### src/rtl/fetch_pkg.sv
// Shared types for the instruction fetch unit: width, reset PC, FSM states
// and the buffered {pc, instr} entry.
package fetch_pkg;

   localparam int                XLEN     = 32;
   localparam logic [XLEN-1:0]   RESET_PC = '0;

   typedef enum logic [1:0] {
      IDLE = 2'd0,
      RUN  = 2'd1,
      HALT = 2'd2
   } fetch_state_e;

   typedef struct packed {
      logic [XLEN-1:0] pc;
      logic [XLEN-1:0] instr;
   } fetch_entry_t;

endpackage

### src/rtl/ifu_fifo.sv
// Small synchronous FIFO of fetch entries. flush wins over push and pop;
// a push on a full FIFO is only taken when a pop frees the slot that cycle.
module ifu_fifo
   import fetch_pkg::*;
#(
   parameter int DEPTH = 2
) (
   input  logic                     clk,
   input  logic                     rst_n,
   input  logic                     push,
   input  fetch_entry_t             push_data,
   input  logic                     pop,
   input  logic                     flush,
   output logic [$clog2(DEPTH):0]   count,
   output logic                     full,
   output logic                     empty,
   output fetch_entry_t             head
);

   localparam int PW = $clog2(DEPTH);
   localparam int CW = PW + 1;

   fetch_entry_t     r_mem [DEPTH];
   logic [PW-1:0]    r_wr_ptr;
   logic [PW-1:0]    r_rd_ptr;
   logic [CW-1:0]    r_count;

   logic             w_do_pop;
   logic             w_do_push;

   assign empty     = (r_count == '0);
   assign full      = (r_count == CW'(DEPTH));
   assign count     = r_count;
   assign head      = r_mem[r_rd_ptr];
   assign w_do_pop  = pop & ~empty;
   assign w_do_push = push & (~full | w_do_pop);

   always_ff @(posedge clk) begin
      if (!rst_n || flush) begin
         r_wr_ptr <= '0;
         r_rd_ptr <= '0;
         r_count  <= '0;
      end else begin
         if (w_do_push) r_wr_ptr <= r_wr_ptr + PW'(1);
         if (w_do_pop)  r_rd_ptr <= r_rd_ptr + PW'(1);
         case ({w_do_push, w_do_pop})
            2'b10:   r_count <= r_count + CW'(1);
            2'b01:   r_count <= r_count - CW'(1);
            default: r_count <= r_count;
         endcase
      end
   end

   // Storage is cleared on reset so head never shows X to decode.
   always_ff @(posedge clk) begin
      if (!rst_n) begin
         for (int i = 0; i < DEPTH; i++) r_mem[i] <= '0;
      end else if (w_do_push && !flush) begin
         r_mem[r_wr_ptr] <= push_data;
      end
   end

endmodule

### src/rtl/instr_fetch_ctrl.sv
// Fetch sequencer: owns the fetch PC, buffers {pc, instr} words for decode,
// applies redirects and halts on an all-zero instruction word.
module instr_fetch_ctrl #(
   parameter int                     XLEN       = fetch_pkg::XLEN,
   parameter logic [XLEN-1:0]        RESET_PC   = fetch_pkg::RESET_PC,
   parameter int                     FIFO_DEPTH = 2
) (
   input  logic                      clk,
   input  logic                      rst_n,
   input  logic                      fetch_en,
   output logic [XLEN-1:0]           imem_addr,
   input  logic [XLEN-1:0]           imem_rdata,
   input  logic                      redirect_valid,
   input  logic [XLEN-1:0]           redirect_pc,
   output logic                      out_valid,
   input  logic                      out_ready,
   output logic [XLEN-1:0]           out_pc,
   output logic [XLEN-1:0]           out_instr,
   output logic                      halted,
   output logic [31:0]               fetch_count,
   output fetch_pkg::fetch_state_e   dbg_state
);

   import fetch_pkg::*;

   localparam int CW = $clog2(FIFO_DEPTH) + 1;

   // Handshake: decode takes the head entry on any rising edge where
   // out_valid & out_ready; out_valid is forced low during a redirect.

   fetch_state_e     r_state;
   fetch_state_e     w_state_nxt;
   logic [XLEN-1:0]  r_pc;
   logic [31:0]      r_fetch_count;

   logic [CW-1:0]    w_count;
   logic             w_full;
   logic             w_empty;
   fetch_entry_t     w_head;
   fetch_entry_t     w_push_data;
   logic             w_pop;
   logic             w_fetch_slot;
   logic             w_push;
   logic             w_illegal;

   assign w_pop        = out_ready & ~w_empty & ~redirect_valid;
   assign w_fetch_slot = (r_state == RUN) & ~redirect_valid & (~w_full | w_pop);
   assign w_illegal    = (imem_rdata == '0);
   assign w_push       = w_fetch_slot & ~w_illegal;
   assign w_push_data  = '{pc: r_pc, instr: imem_rdata};

   ifu_fifo #(
      .DEPTH      (FIFO_DEPTH)
   ) u_fifo (
      .clk        (clk),
      .rst_n      (rst_n),
      .push       (w_push),
      .push_data  (w_push_data),
      .pop        (w_pop),
      .flush      (redirect_valid),
      .count      (w_count),
      .full       (w_full),
      .empty      (w_empty),
      .head       (w_head)
   );

   always_comb begin
      w_state_nxt = r_state;
      if (redirect_valid) begin
         w_state_nxt = fetch_en ? RUN : IDLE;
      end else begin
         case (r_state)
            IDLE:    if (fetch_en) w_state_nxt = RUN;
            RUN: begin
               if (!fetch_en)                      w_state_nxt = IDLE;
               else if (w_fetch_slot && w_illegal) w_state_nxt = HALT;
            end
            HALT:    w_state_nxt = HALT;
            default: w_state_nxt = IDLE;
         endcase
      end
   end

   always_ff @(posedge clk) begin
      if (!rst_n) begin
         r_state       <= IDLE;
         r_pc          <= RESET_PC;
         r_fetch_count <= '0;
      end else begin
         r_state <= w_state_nxt;
         if (redirect_valid) begin
            r_pc <= redirect_pc & ~XLEN'(3);
         end else if (w_push) begin
            r_pc <= r_pc + XLEN'(4);
         end
         if (w_push) r_fetch_count <= r_fetch_count + 32'd1;
      end
   end

   assign imem_addr   = r_pc;
   assign out_valid   = (w_count != '0) & ~redirect_valid;
   assign out_pc      = w_head.pc;
   assign out_instr   = w_head.instr;
   assign halted      = (r_state == HALT);
   assign fetch_count = r_fetch_count;
   assign dbg_state   = r_state;

endmodule

### config.mk
export PLATFORM = sky130hd
export DESIGN_NAME = instr_fetch_ctrl
export DESIGN_NICKNAME = d
export VERILOG_FILES = /design/src/rtl/fetch_pkg.sv /design/src/rtl/ifu_fifo.sv /design/src/rtl/instr_fetch_ctrl.sv
export SDC_FILE = /design/constraint.sdc
export NUM_CORES = 1
export LEC_CHECK = 0
export CAP_MARGIN = 10
export CORE_MARGIN = 5
export CORE_UTILIZATION = 43
export CTS_CLUSTER_SIZE = 8
export DETAILED_ROUTE_END_ITERATION = 16
export PLACE_DENSITY = 0.69
export SETUP_SLACK_MARGIN = 0.5
export SYNTH_ARGS = -nofsm -noshare
export SYNTH_HDL_FRONTEND = slang
export SYNTH_HIERARCHICAL = 1
export SYNTH_SLANG_ARGS = --single-unit
### constraint.sdc
create_clock -name clk -period 4.8 [get_ports clk]
set_input_delay 0.72 -clock clk [delete_from_list [all_inputs] [get_ports clk]]
set_output_delay 0.72 -clock clk [all_outputs]
set_load 0.02 [all_outputs]
* After elaboration in Yosys (flattened, before gate mapping)
Memory sizes are Yosys's and may differ from the RTL's. A register that Yosys moved wholly into a read port is not among the register bits.
Index checks and enable logic that the tools add are counted.
W data, S select, Z words.
** Operators by class
- Bitwise gates (word level) :: 15
- Add/sub/neg operators :: 6
- Eq/ne operators :: 7
- Multiplexer cells :: 18
- Reductions and logical operators :: 14
** Operators with widths (number)
- $mux W32 :: 2
- $mux W64 :: 1
- $reduce_or A64 Y1 :: 1
- $add A32 B1 Y32 const B :: 1
- $add A32 B3 Y32 const B :: 1
- $logic_not A32 Y1 :: 1
- $mux W1 :: 9
- $and A1 B1 Y1 :: 8
- $mux W2 :: 4
- $eq A2 B2 Y1 const B :: 3
- $pmux W2 S3 :: 1
- $reduce_bool A2 Y1 :: 3
- $not A1 Y1 :: 5
- $eq A2 B1 Y1 const B :: 2
- $logic_not A2 Y1 :: 2
- $ne A4 B3 Y1 const B :: 1
- $pmux W2 S2 :: 1
- $ne A3 B3 Y1 const B :: 1
- $add A1 B1 Y1 const B :: 2
- $add A2 B1 Y2 const B :: 1
- $logic_and A1 B1 Y1 :: 2
- $logic_not A1 Y1 :: 2
- $or A1 B1 Y1 :: 2
- $reduce_and A2 Y1 :: 1
- 3 further kinds :: 3
** Word-level totals
- Register bits after elaboration :: 70
- RAM bits :: 128
- Input bits :: 69
- Word-level logic and storage cells :: 68
- Memories kept :: 1
** Memory list
- u_fifo.r_mem :: words 2, width 64, rd ports 1, clocked after memory_dff 1, write ports 2, RTL line ifu_fifo.sv:23 : fetch_entry_t r_mem [DEPTH];

* Logic depth before layout (Yosys ltp)
Gate-level depths: netlist (run 1).
- Word-level depth :: 14
- Gate-level depth with buffers :: 11
- Depth with buffers taken out :: 8

* Modules after synthesis
Netlist (run 1), hierarchy kept.
** Modules (own cells, without submodules)
- ifu_fifo :: area each 5796.8 um2, cells an instance 373, sequential area each 3943.8 um2, instances 1
- instr_fetch_ctrl :: area each 3517.1 um2, cells an instance 436, sequential area each 1281.2 um2, instances 1

* Least setup slack after synthesis (run 1)
Ideal clock, no wire load.
- Kind :: input-to-reg
- From :: input port imem_rdata[26]
- To :: memory u_fifo/r_mem[1][0] (netlist bit), enable pin
- Data arrival time :: 3.392 ns
- Stages on the path :: 8
- Slack :: 0.709 ns
- Path buffers :: 2
- Path through :: nor4_1 > nand4_1 > o211ai_1 > buf_2 > inv_1 > nor3b_2 > buf_2 > nand2b_1
** RTL lines
- from (decl) :: RTL line instr_fetch_ctrl.sv:12 : input logic [XLEN-1:0] imem_rdata,
- to (decl) :: RTL line ifu_fifo.sv:23

==> run_results.csv, run 1 <==
group,metric,value,unit
status,status,"finished clean",
critical_path,reg2reg_from,"u_fifo/count[0]$_SDFFE_PP0P_",
route,initialDrtViolationCount,401,
logic_synthesis,syn_area_per_cell,11.51,sq um
logic_synthesis,synth_edf_count,128,
sta,fmax,0.2765,GHz
route,dr.pass1.iters,5,
final_layout,diodes,0,
sta,finalCritPeriodShare,0.7534,
clocking,post-cts-setup-buffers,0,
clocking,clock-sinks,197,
sta,fin_tns_setup,0,ns
clocking,clock_latency,0.44,ns
route,vias,7071,
logic_synthesis,yosysWarnings,6,
clocking,cts_resized,0,
critical_path,cp_cell_sequence,"clkdlybuf4s50_1 > nor4_1 > nand4_1 > buf_4 > o211ai_1 > buf_4 > inv_1 > nor3b_4 > nand2b_2 > buf_4",
placement,gp_congestion,0.7999,
final_layout,mostFrequentLayoutCell,"clkdlybuf4s50_1",
floorplanning,io_pins,201,
route,wl_per_cell,18.74,um
floorplanning,die_h,157.2,um
sta,finalCriticalPeriod,3.616,ns
critical_path,max_stage_delay,0.53,ns
floorplanning,fp.dieW,157.2,um
logic_synthesis,seq_area_frac_synth,0.5610,
grt,grt_pass1_wl,37230,um
critical_path,startpoint,"imem_rdata[17]",
clocking,ctsHoldBuffers,0,
final_layout,syn2layout_area_growth,30.04,%
clocking,cts-root-buf,"clkbuf_16",
logic_synthesis,ys_ff_latch,197,
floorplanning,initial_utilization,0.4403,
route,viasPerCell,5.507,
grt,grt_usage,0.1923,
logic_synthesis,async_flop_share,0,
power,ir_drop,0.2608,mV
placement,hpwl,15870,um
clocking,clkSlewWorstSetupHoldPaths,0.07,ns
floorplanning,dieArea,24700,sq um
sta,finalSetupViolCount,0,
logic_synthesis,ys_types,56,
critical_path,cp.required,4.86,ns
worst_hold_path,holdCritPathClass,"reg2reg",
final_layout,drive_gt1_frac,0.1229,
critical_path,start_kind,"input pin",
placement,io_buffers,196,
clocking,htreeDepth,4,
floorplanning,rows,53,
sta,max_slew_margin,0.3198,
clocking,cts_buffer_depth,2,
grt,antenna_found_initial,3,
critical_path,worstSetupPathType,"in2reg",
logic_synthesis,synthCells,809,
critical_path,cp-endpoint,"u_fifo/r_mem[1][40]$_SDFFCE_PN0P_",
flow_run,maxCapViolations,0,
route,drc_errors,0,
clocking,cts_inserted_buffers,17,
sta,worstMarginPinSlew,1.018,ns
critical_path,r2r_slack,1.50,ns
power,leakagePower,4.190,nW
final_layout,layout_common_cells,"196 x clkdlybuf4s50_1, 134 x and2_1, 128 x edfxtp_1",
sta,grt_setup_unrepaired,"false",
critical_path,cp_max_fo,64,
route,ant_nets,0,
critical_path,cpMaxStageDelayCell,"nor4_1",
critical_path,cp.arrival,3.68,ns
grt,first_global_vias,6848,
sta,clock_skew,0.01169,ns
critical_path,r2r_end,"u_fifo/r_mem[0][7]$_SDFFCE_PN0P_",
floorplanning,core_area,21150,sq um
grt,grt_max_degree,66,
route,finalWirelength,24060,um
sta,slew_viol_final,0,
clocking,cts_tree,"yes",
critical_path,ff2ff_path_depth,10,
critical_path,end_kind,"flip-flop",
critical_path,crit_top_cell,"buf_4",
logic_synthesis,synth_ff_type,"edfxtp_1",
logic_synthesis,netlist_area,9314,sq um
final_layout,nNetsFinal,1067,
power,power_density,306.4,nW/um^2
grt,grt-ovfl-total,0,
sta,hold_viol_final,0,
power,total_power,3.711,mW
-- final cells by class --
type,count,area [sq um]
Clock inverter,14,175.2
Tap cell,275,344.1
Multi-Input combinational cell,563,3847
Sequential cell,197,5226
Timing Repair Buffer,209,2059
Clock buffer,18,429.2
Fill cell,1783,9042
Inverter,8,30.03
-- power breakdown --
part | switching (mW) | leakage (nW) | internal [mW]
Combinational | 0.178 | 2.01 | 0.167
Clock | 0.701 | 0.292 | 0.753
Sequential | 0.0522 | 1.89 | 1.86
Total | 0.931 | 4.19 | 2.78
-- through the flow --
step                      hold slack (ns)  utilization  setup slack (ns)  cells  cell area, sq um
final                              0.4934       0.5725             1.184   1284             12110
after global routing               0.5269       0.5725             1.017   1284             12110
after CTS                          0.4937       0.5725             1.216   1284             12110
after detailed placement           0.4827       0.5440            0.7673   1252             11510
after global placement             0.4722       0.5440            0.7944   1252             11510
after floorplan                    0.4725            -            0.7094    814              9333
-- critical path: cells and delay by family --
family	cells	cell delay [ns]
AO/OA/AOI/OAI	1	0.18
buffers and inverters	5	1.52
AND/OR/NAND/NOR	4	1.15
-- worst min path at each step --
| stage | startpoint | to | slack, ns | cells past startpoint |
|---|---|---|---|---|
| global route | fetch_count[17]$_SDFFE_PN0P_ | fetch_count[17]$_SDFFE_PN0P_ | 0.53 | 2 |
| finish | fetch_count[17]$_SDFFE_PN0P_ | fetch_count[17]$_SDFFE_PN0P_ | 0.49 | 2 |
| floorplan | u_fifo/r_rd_ptr$_SDFFE_PP0P_ | flip-flop | 0.47 | 2 |
| global placement | fetch_count[17]$_SDFFE_PN0P_ | fetch_count[17]$_SDFFE_PN0P_ | 0.47 | 2 |
| detailed placement | fetch_count[17]$_SDFFE_PN0P_ | fetch_count[17]$_SDFFE_PN0P_ | 0.48 | 2 |
| CTS | fetch_count[17]$_SDFFE_PN0P_ | fetch_count[17]$_SDFFE_PN0P_ | 0.49 | 2 |
-- routing by layer --
layer | routed length [um] | vias up | GRT usage
met3 | 1817 | 38 | 0.06571
li1 | - | 3392 | -
met4 | 457 | 6 | 0.05490
met5 | 52 | - | 0
met1 | 10730 | 3419 | 0.2640
met2 | 11010 | 216 | 0.2913
-- sequential cells by signal, summed over array words and instances, names as in the netlist, named ones only --
register	count
imem_addr	30
dbg_state	2
u_fifo/r_mem	128
fetch_count	32
u_fifo/count	2
u_fifo/r_wr_ptr	1
u_fifo/r_rd_ptr	1
-- cells by family after synthesis --
family	share of synthesized area
AO/OA/AOI/OAI	0.09726
multiplexers	0.08289
other	0.0004026
adder cells (fa/ha/maj)	0.002686
buffers and inverters	0.02982
AND/OR/NAND/NOR	0.2128
XOR/XNOR	0.01317
flip-flops	0.5610
-- cells in the mapped netlist, types with 2 or more instances --
cell type	instances	share of area
inv_1	8	0.0032
buf_2	10	0.0054
buf_6	6	0.0073
xor2_1	8	0.0075
a211o_1	2	0.0019
nor2_1	17	0.0069
o21ai_0	59	0.032
nand4_2	2	0.0027
or3_1	25	0.017
nand3_1	29	0.016
nand2_1	18	0.0073
nand2b_1	6	0.0040
or4_1	12	0.0097
nand3b_1	2	0.0016
and2_1	134	0.090
clkbuf_1	22	0.0089
ha_1	2	0.0027
mux2i_1	4	0.0043
a21oi_1	44	0.024
o21a_1	2	0.0016
o211ai_1	4	0.0032
and3_1	11	0.0074
nand4_1	13	0.0087
clkbuf_2	5	0.0027
and4_1	12	0.011
a31oi_1	11	0.0074
edfxtp_1	128	0.41
nor2b_1	6	0.0040
o2111ai_1	4	0.0038
buf_4	3	0.0024
mux2_2	65	0.079
xnor2_1	6	0.0056
or2_2	2	0.0013
a211oi_1	8	0.0064
nor3_1	11	0.0059
dfxtp_1	69	0.15
o2111a_1	2	0.0024
o31ai_1	12	0.0097
nor4_1	8	0.0054
(Power assumes the default switching activity.)
==> run 2, diff against run 1 <==
clock period = 3.8 ns   (was 4.8 ns; I/O delays follow)
==> run_results.csv, run 2 (synthesis gave the netlist of run 1 again) <==
group,metric,value,unit
status,status,"finished clean",
final_layout,layout_common_cells,"196 x clkdlybuf4s50_1, 134 x and2_1, 128 x edfxtp_1",
critical_path,start_kind,"input pin",
grt,grt_max_degree,66,
final_layout,syn2layout_area_growth,31.77,%
clocking,cts_inserted_buffers,17,
critical_path,end_kind,"flip-flop",
placement,io_buffers,196,
sta,finalCritPeriodShare,0.8041,
route,wl_per_cell,18.20,um
sta,slew_viol_final,0,
sta,fmax,0.3273,GHz
worst_hold_path,holdCritPathClass,"reg2reg",
final_layout,multiInputGateArea,3857,sq um
route,drc_errors,0,
final_layout,largest-register,"u_fifo/r_mem",
floorplanning,die_h,157.2,um
route,dr.pass1.iters,4,
clocking,clock_latency,0.44,ns
clocking,cts_tree,"yes",
power,power_density,382.5,nW/um^2
floorplanning,fp.dieW,157.2,um
sta,clock_skew,0.01498,ns
clocking,cts_resized,0,
grt,grt_usage,0.1900,
clocking,post-cts-setup-buffers,0,
floorplanning,io_pins,201,
critical_path,cp.arrival,3.19,ns
route,initialDrtViolationCount,279,
power,leakagePower,4.272,nW
sta,finalCriticalPeriod,3.056,ns
grt,antenna_found_initial,2,
placement,post-place-ws,0.3128,ns
final_layout,largest_reg_flops,128,
power,ir_drop,0.3088,mV
final_layout,fill_cells,1788,
floorplanning,rows,53,
clocking,cts_buffer_depth,2,
sta,finalSetupViolCount,0,
sta,worst_slack,0.7443,ns
sta,worstMarginPinSlew,0.7602,ns
clocking,ctsHoldBuffers,0,
critical_path,worstSetupPathType,"in2reg",
sta,fin_tns_setup,0,ns
clocking,cts-root-buf,"clkbuf_16",
clocking,htreeDepth,4,
final_layout,nNetsFinal,1078,
sta,grt_setup_unrepaired,"false",
route,ant_nets,0,
final_layout,seq_area,5226,sq um
placement,hpwl,16370,um
clocking,clkSlewWorstSetupHoldPaths,0.07,ns
floorplanning,initial_utilization,0.4403,
placement,gp_congestion,0.8337,
critical_path,cp_max_fo,20,
final_layout,mostFrequentLayoutCell,"clkdlybuf4s50_1",
floorplanning,dieArea,24700,sq um
route,vias,6971,
route,viasPerCell,5.383,
grt,first_global_vias,6554,
sta,max_slew_margin,0.4890,
flow_run,maxCapViolations,0,
sta,hold_viol_final,0,
critical_path,cp.required,3.94,ns
floorplanning,core_area,21150,sq um
route,finalWirelength,23570,um
final_layout,drive_gt1_frac,0.1333,
grt,grt-ovfl-total,0,
grt,grt_pass1_wl,36690,um
final_layout,diodes,0,
clocking,clock-sinks,197,
==> run 2: metrics by stage <==
step / util / hold WS [ns] / total power [mW] / cells / cell area (sq um)
2_1_floorplan: - / 0.4725 / 2.647 / 814 / 9343
3_3_place_gp: 0.5513 / 0.4689 / 2.908 / 1263 / 11660
3_5_place_dp: 0.5513 / 0.4850 / 2.914 / 1263 / 11660
4_1_cts: 0.5802 / 0.4984 / 4.743 / 1295 / 12270
5_1_grt: 0.5802 / 0.5390 / 4.869 / 1295 / 12270
6_report: 0.5802 / 0.4980 / 4.694 / 1295 / 12270
==> run 2: layout make-up <==
| type | instances | area share |
|---|---|---|
| Tap cell | 275 | 0.02804 |
| Timing Repair Buffer | 220 | 0.1796 |
| Inverter | 8 | 0.002447 |
| Clock buffer | 17 | 0.03466 |
| Multi-Input combinational cell | 563 | 0.3143 |
| Clock inverter | 15 | 0.01509 |
| Sequential cell | 197 | 0.4258 |
==> run 2: critical path, cell delays in order <==
cell and delay [ns]:
clkdlybuf4s50_1 0.69, nor2_1 0.50, nor3b_4 0.12, nor3b_4 0.62, nand2b_4 0.46, buf_12 0.22
==> run 2: routing by layer <==
layer | share of wire | GRT usage
met5 | 0.0014 | 0
met4 | 0.012 | 0.04752
met3 | 0.078 | 0.05499
met2 | 0.46 | 0.2939
met1 | 0.45 | 0.2646
==> run 2: path summary, 6_finish.rpt <==
| check | from | end | slack [ns] | depth (start not counted) |
|---|---|---|---|---|
| worst min register to register | fetch_count[31]$_SDFFE_PN0P_ | fetch_count[31]$_SDFFE_PN0P_ | 0.50 | 2 |
| worst max register to register | u_fifo/count[0]$_SDFFE_PP0P_ | u_fifo/r_mem[1][43]$_SDFFCE_PN0P_ | 0.93 | 7 |
| worst max-delay path | redirect_valid | u_fifo/r_mem[1][43]$_SDFFCE_PN0P_ | 0.74 | 6 |
| worst min-delay path | fetch_count[31]$_SDFFE_PN0P_ | fetch_count[31]$_SDFFE_PN0P_ | 0.50 | 2 |
==> run 2: power breakdown <==
part	internal [mW]	switching [mW]
Clock	0.908	0.925
Combinational	0.221	0.228
Sequential	2.35	0.0630
==> patch 1 (flow settings as in run 2) <==
Set the package constant `XLEN` to 48 (it was 32).
--- a/src/rtl/fetch_pkg.sv
+++ b/src/rtl/fetch_pkg.sv
@@ -2,7 +2,7 @@
 // and the buffered {pc, instr} entry.
 package fetch_pkg;
 
-   localparam int                XLEN     = 32;
+   localparam int                XLEN     = 48;
    localparam logic [XLEN-1:0]   RESET_PC = '0;
 
    typedef enum logic [1:0] {
Interface: changed (5 resized); port bits go from 201 to 281. No check against the original RTL was run, so the function may have changed too.
==> patch 1 against run 2 <==
- final area increased by 41%
- register-to-register slack got worse by 90 ps
- total power increased by 56%
- sequential cell count increased by 80
- clock skew decreased by 6.0 ps
- area after synthesis increased by 38%
- combinational power increased by 46%
- worst setup slack got worse by 150 ps
- non-clock buffer count increased by 82
- count of clock-buffer cells in the layout increased by 50
- critical path depth increased by 2
- routed wire length increased by 52%
- critical path type unchanged
- largest cell class unchanged
==> patch 1: results (changes against run 2) <==
outcome finished clean; H-tree depth 2 (-2); drt first pass iters 5 (+1); Distinct cells, synth 63 (+13%); CTS Buffer Depth 3 (+1); Post-synth ARST share 0% (unchanged); first-pass GRT wire length 54960 µm (+50%); Post-synth EDFFs 192 (+50%); Inserted Clock Buffers 40 (+23); reg2reg end u_fifo/r_mem[0][8]$_SDFFCE_PN0P_; Slew headroom 37.78% (-11 points); worst vdd ir 0.0002784 V (-9.9%); largest register by flop count u_fifo/r_mem; Post-Layout Cell Count 1804 (+39%); CP peak stage delay 820 ps (+130 ps); Min Clock Period, post-route 3201 ps (+145.7 ps); initial antenna violation count 8 (+6); synthesized area per cell 11.76 µm² (+2.1%); switch share 22.80% (-3.1 points); synth cell count leaders 194 x and2_1, 192 x edfxtp_1, 96 x mux2_2; clock latency on the worst-skew pair 510 ps (+70 ps); CP max-delay cell nor4_1; Crit Reg-Reg Startpoint u_fifo/count[0]$_SDFFE_PP0P_; Seq power 3.43 mW (+42%); Iteration-0 DRC Markers 684 (+150%); gp weighted congestion 0.8303 (-0.41%); Synth Area in XOR/XNOR 2.794% (+1.5 points); R2R setup slack 840 ps (-90 ps); layout cells sized above 1 13.48% (+0.14 points); switching power 1.671 mW (+37%); Post-Synth Adder-Cell Area 0.1947% (-0.074 points); IO Port Bufs 276 (+41%); dpl cell area 16110 µm² (+38%); Compound-Gate Fraction of Synth Area 6.786% (-2.9 points); Hold Slack 472.4 ps (-25.60 ps); synth top area cells edfxtp_1 45%, dfxtp_1 13%, and2_1 9.4%; Vias 9616 (+38%); CP top delay family simple AND/OR/NAND/NOR gates; pre-CTS setup slack 111.0 ps (-201.8 ps); largest net degree at the start of global routing 63 (-4.5%); Min-Delay Endpoint fetch_count[31]$_SDFFE_PN0P_; Syn. warnings 6 (unchanged); nets@finish 1485 (+38%); per-cell routed wire length 19.89 µm (+9.3%); Final Skew 8.932 ps (-6.044 ps); register clock-pin slew on the reported worst setup and hold paths 50 ps (-20 ps); DP Cell Count 1730 (+37%); sequential share of the synthesized area 58.11% (+2.0 points); LEAKAGE 6.058 nW (+42%); GRT Resource Usage Total 20.69% (+1.7 points); Worst Setup EP u_fifo/r_mem[1][63]$_SDFFCE_PN0P_; max FFs per register 192 (+50%); mux share of post-synthesis cell area 8.646% (+0.36 points); Crit Path Max Fanout 29 (+45%); DP Wirelength 24450 µm (+49%); Clk. pwr 3.25 mW (+78%); reg2reg path depth 8 (+1); Crit. Startpoint imem_rdata[38]
-- patch 1: what timing repair did --
item | in CTS | in global routing
gates resized for setup | 0 | 1
hold buffers | 0 | 0
endpoints found under the setup margin | 0 | 6
hold endpoints to repair | 0 | 0
-- patch 1: per-layer routing --
| layer | share of wire [%] | wire, µm | up-vias | global-route usage, % |
|---|---|---|---|---|
| li1 | - | - | 4562 | - |
| met1 | 41 | 14880 | 4673 | 26.75 |
| met2 | 48 | 17150 | 311 | 34.41 |
| met3 | 8.3 | 2978 | 60 | 5.871 |
| met4 | 2.2 | 800 | 10 | 5.602 |
| met5 | 0.18 | 65 | - | 0 |
-- patch 1: area by class of cell --
class                   count  area [µm²]
multi-input cells         747        5090
fillers                  2499       12290
clock buffers              67        1124
clock inverters             3       22.52
repair buffers            302        3015
flip-flops and latches    277        7471
well taps                 390       488.0
inverters                  14       52.55
diodes                      4       10.01
==> patch 2 (settings of run 2) <==
Made on the original files. Register the output `dbg_state` once more, without a reset; this adds one clock of latency there. The other outputs are not delayed to match.
--- a/src/rtl/instr_fetch_ctrl.sv
+++ b/src/rtl/instr_fetch_ctrl.sv
@@ -103,7 +103,9 @@
    assign out_instr   = w_head.instr;
    assign halted      = (r_state == HALT);
    assign fetch_count = r_fetch_count;
-   assign dbg_state   = r_state;
+   always_ff @(posedge clk) begin
+      dbg_state <= r_state;
+   end
 
 endmodule
 
Formal check against the unedited RTL: not equivalent (Yosys sat finds a counterexample within 4 cycles, from zero or initial values and one cycle with rst_n low).
==> patch 2 against run 2 <==
- worst setup slack better by 110 ps
- combinational power is 3% higher
- routed wire length is 10% higher
- critical path depth is 1 higher
- sequential cell count is 2 higher
- fmax is 3.6% higher
- area after synthesis is 4.1% higher
- total power is 1.1% lower
- via count is 8.3% higher
- final area is 1.6% higher
- critical path type unchanged
- critical endpoint is now imem_addr[2]$_SDFFE_PN0P_
- largest power group unchanged
==> patch 2: results (changes against run 2) <==
drt first pass iters 5 (+1); gp weighted congestion 0.8269 (-0.82%); count of flip-flops and latches 199 (+1.0%); DP Cell Count 1309 (+3.6%); DP Wirelength 17240 µm (+5.3%); Post-Synth Adder-Cell Area 0.2580% (-0.011 points); pre-CTS setup slack 199.0 ps (-113.8 ps); Non-CTS buffers 214 (-2.7%); switch share 25.37% (-0.54 points); multi-input combinational area share 33.36% (+1.9 points); Non-clock buffer share 16.88% (-1.1 points); number of global-route vias before repair 7409 (+13%); nets@finish 1116 (+3.5%); outcome finished clean; LEAKAGE 4.301 nW (+0.69%); Crit Path Max Fanout 95 (+380%); sequential share of the synthesized area 54.28% (-1.8 points); met2 wire len 12010 µm (+10%); combinational power 0.464 mW (+3%); largest net degree at the start of global routing 96 (+45%); layout cells sized above 1 12.29% (-1.0 points); Clock buffers and inverters, area share 4.486% (-0.49 points); synth top area cells edfxtp_1 40%, dfxtp_1 15%, and2_1 8.5%; mux share of post-synthesis cell area 8.875% (+0.59 points); synthesized area per cell 11.17 µm² (-2.9%); first-pass GRT wire length 40690 µm (+11%); synth cell count leaders 132 x and2_1, 128 x edfxtp_1, 71 x dfxtp_1; final core occ 55.57% (-2.4 points); Clk. pwr 1.74 mW (-5%); CP max-delay cell buf_4; Iteration-0 DRC Markers 455 (+63%); #MultiIn Comb 608 (+8.0%); GRT Resource Usage Total 19.71% (+0.71 points); dpl cell area 11890 µm² (+1.9%); hold_sp r_state[0]$_SDFFE_PN0P_; Layout fillers 1931 (+8.0%); Synth Area in XOR/XNOR 0.1806% (-1.1 points); Final Skew 14.39 ps (-0.5845 ps); fraction of area in registers 42.26% (-0.32 points)
## patch 2: changes by cell type after synthesis, moves of 11 or more
cell and delta:
or3_1 -19, nand2b_1 +19, a21oi_1 -25, nand2_1 +31
nor4_1 +12, o21ai_0 -24, nor2_1 +11
## patch 2: worst paths after layout
check / end / slack (ps) / cells after the start
worst max-delay path: imem_addr[2]$_SDFFE_PN0P_ / 850 / 7
worst min-delay path: dbg_state[0]$_DFF_P_ / 380 / 0
worst max register to register: u_fifo/r_mem[0][58]$_SDFFCE_PN0P_ / 1010 / 9
worst min register to register: dbg_state[0]$_DFF_P_ / 380 / 0
## patch 2: worst reg2reg max path, cell delays in order (launching register included)
cell      delay (ps)
dfxtp_1          530
nor2_1            60
nand2b_1         200
a21boi_1         200
nand2_1          100
nor2_1           270
buf_4            210
nor4b_4          230
nand2b_4         180
buf_4            410
## patch 2: routing by layer
layer	track usage [%]	vias up
li1	-	3597
met1	26.82	3650
met2	30.77	254
met3	4.826	45
met4	7.157	4
met5	0	-
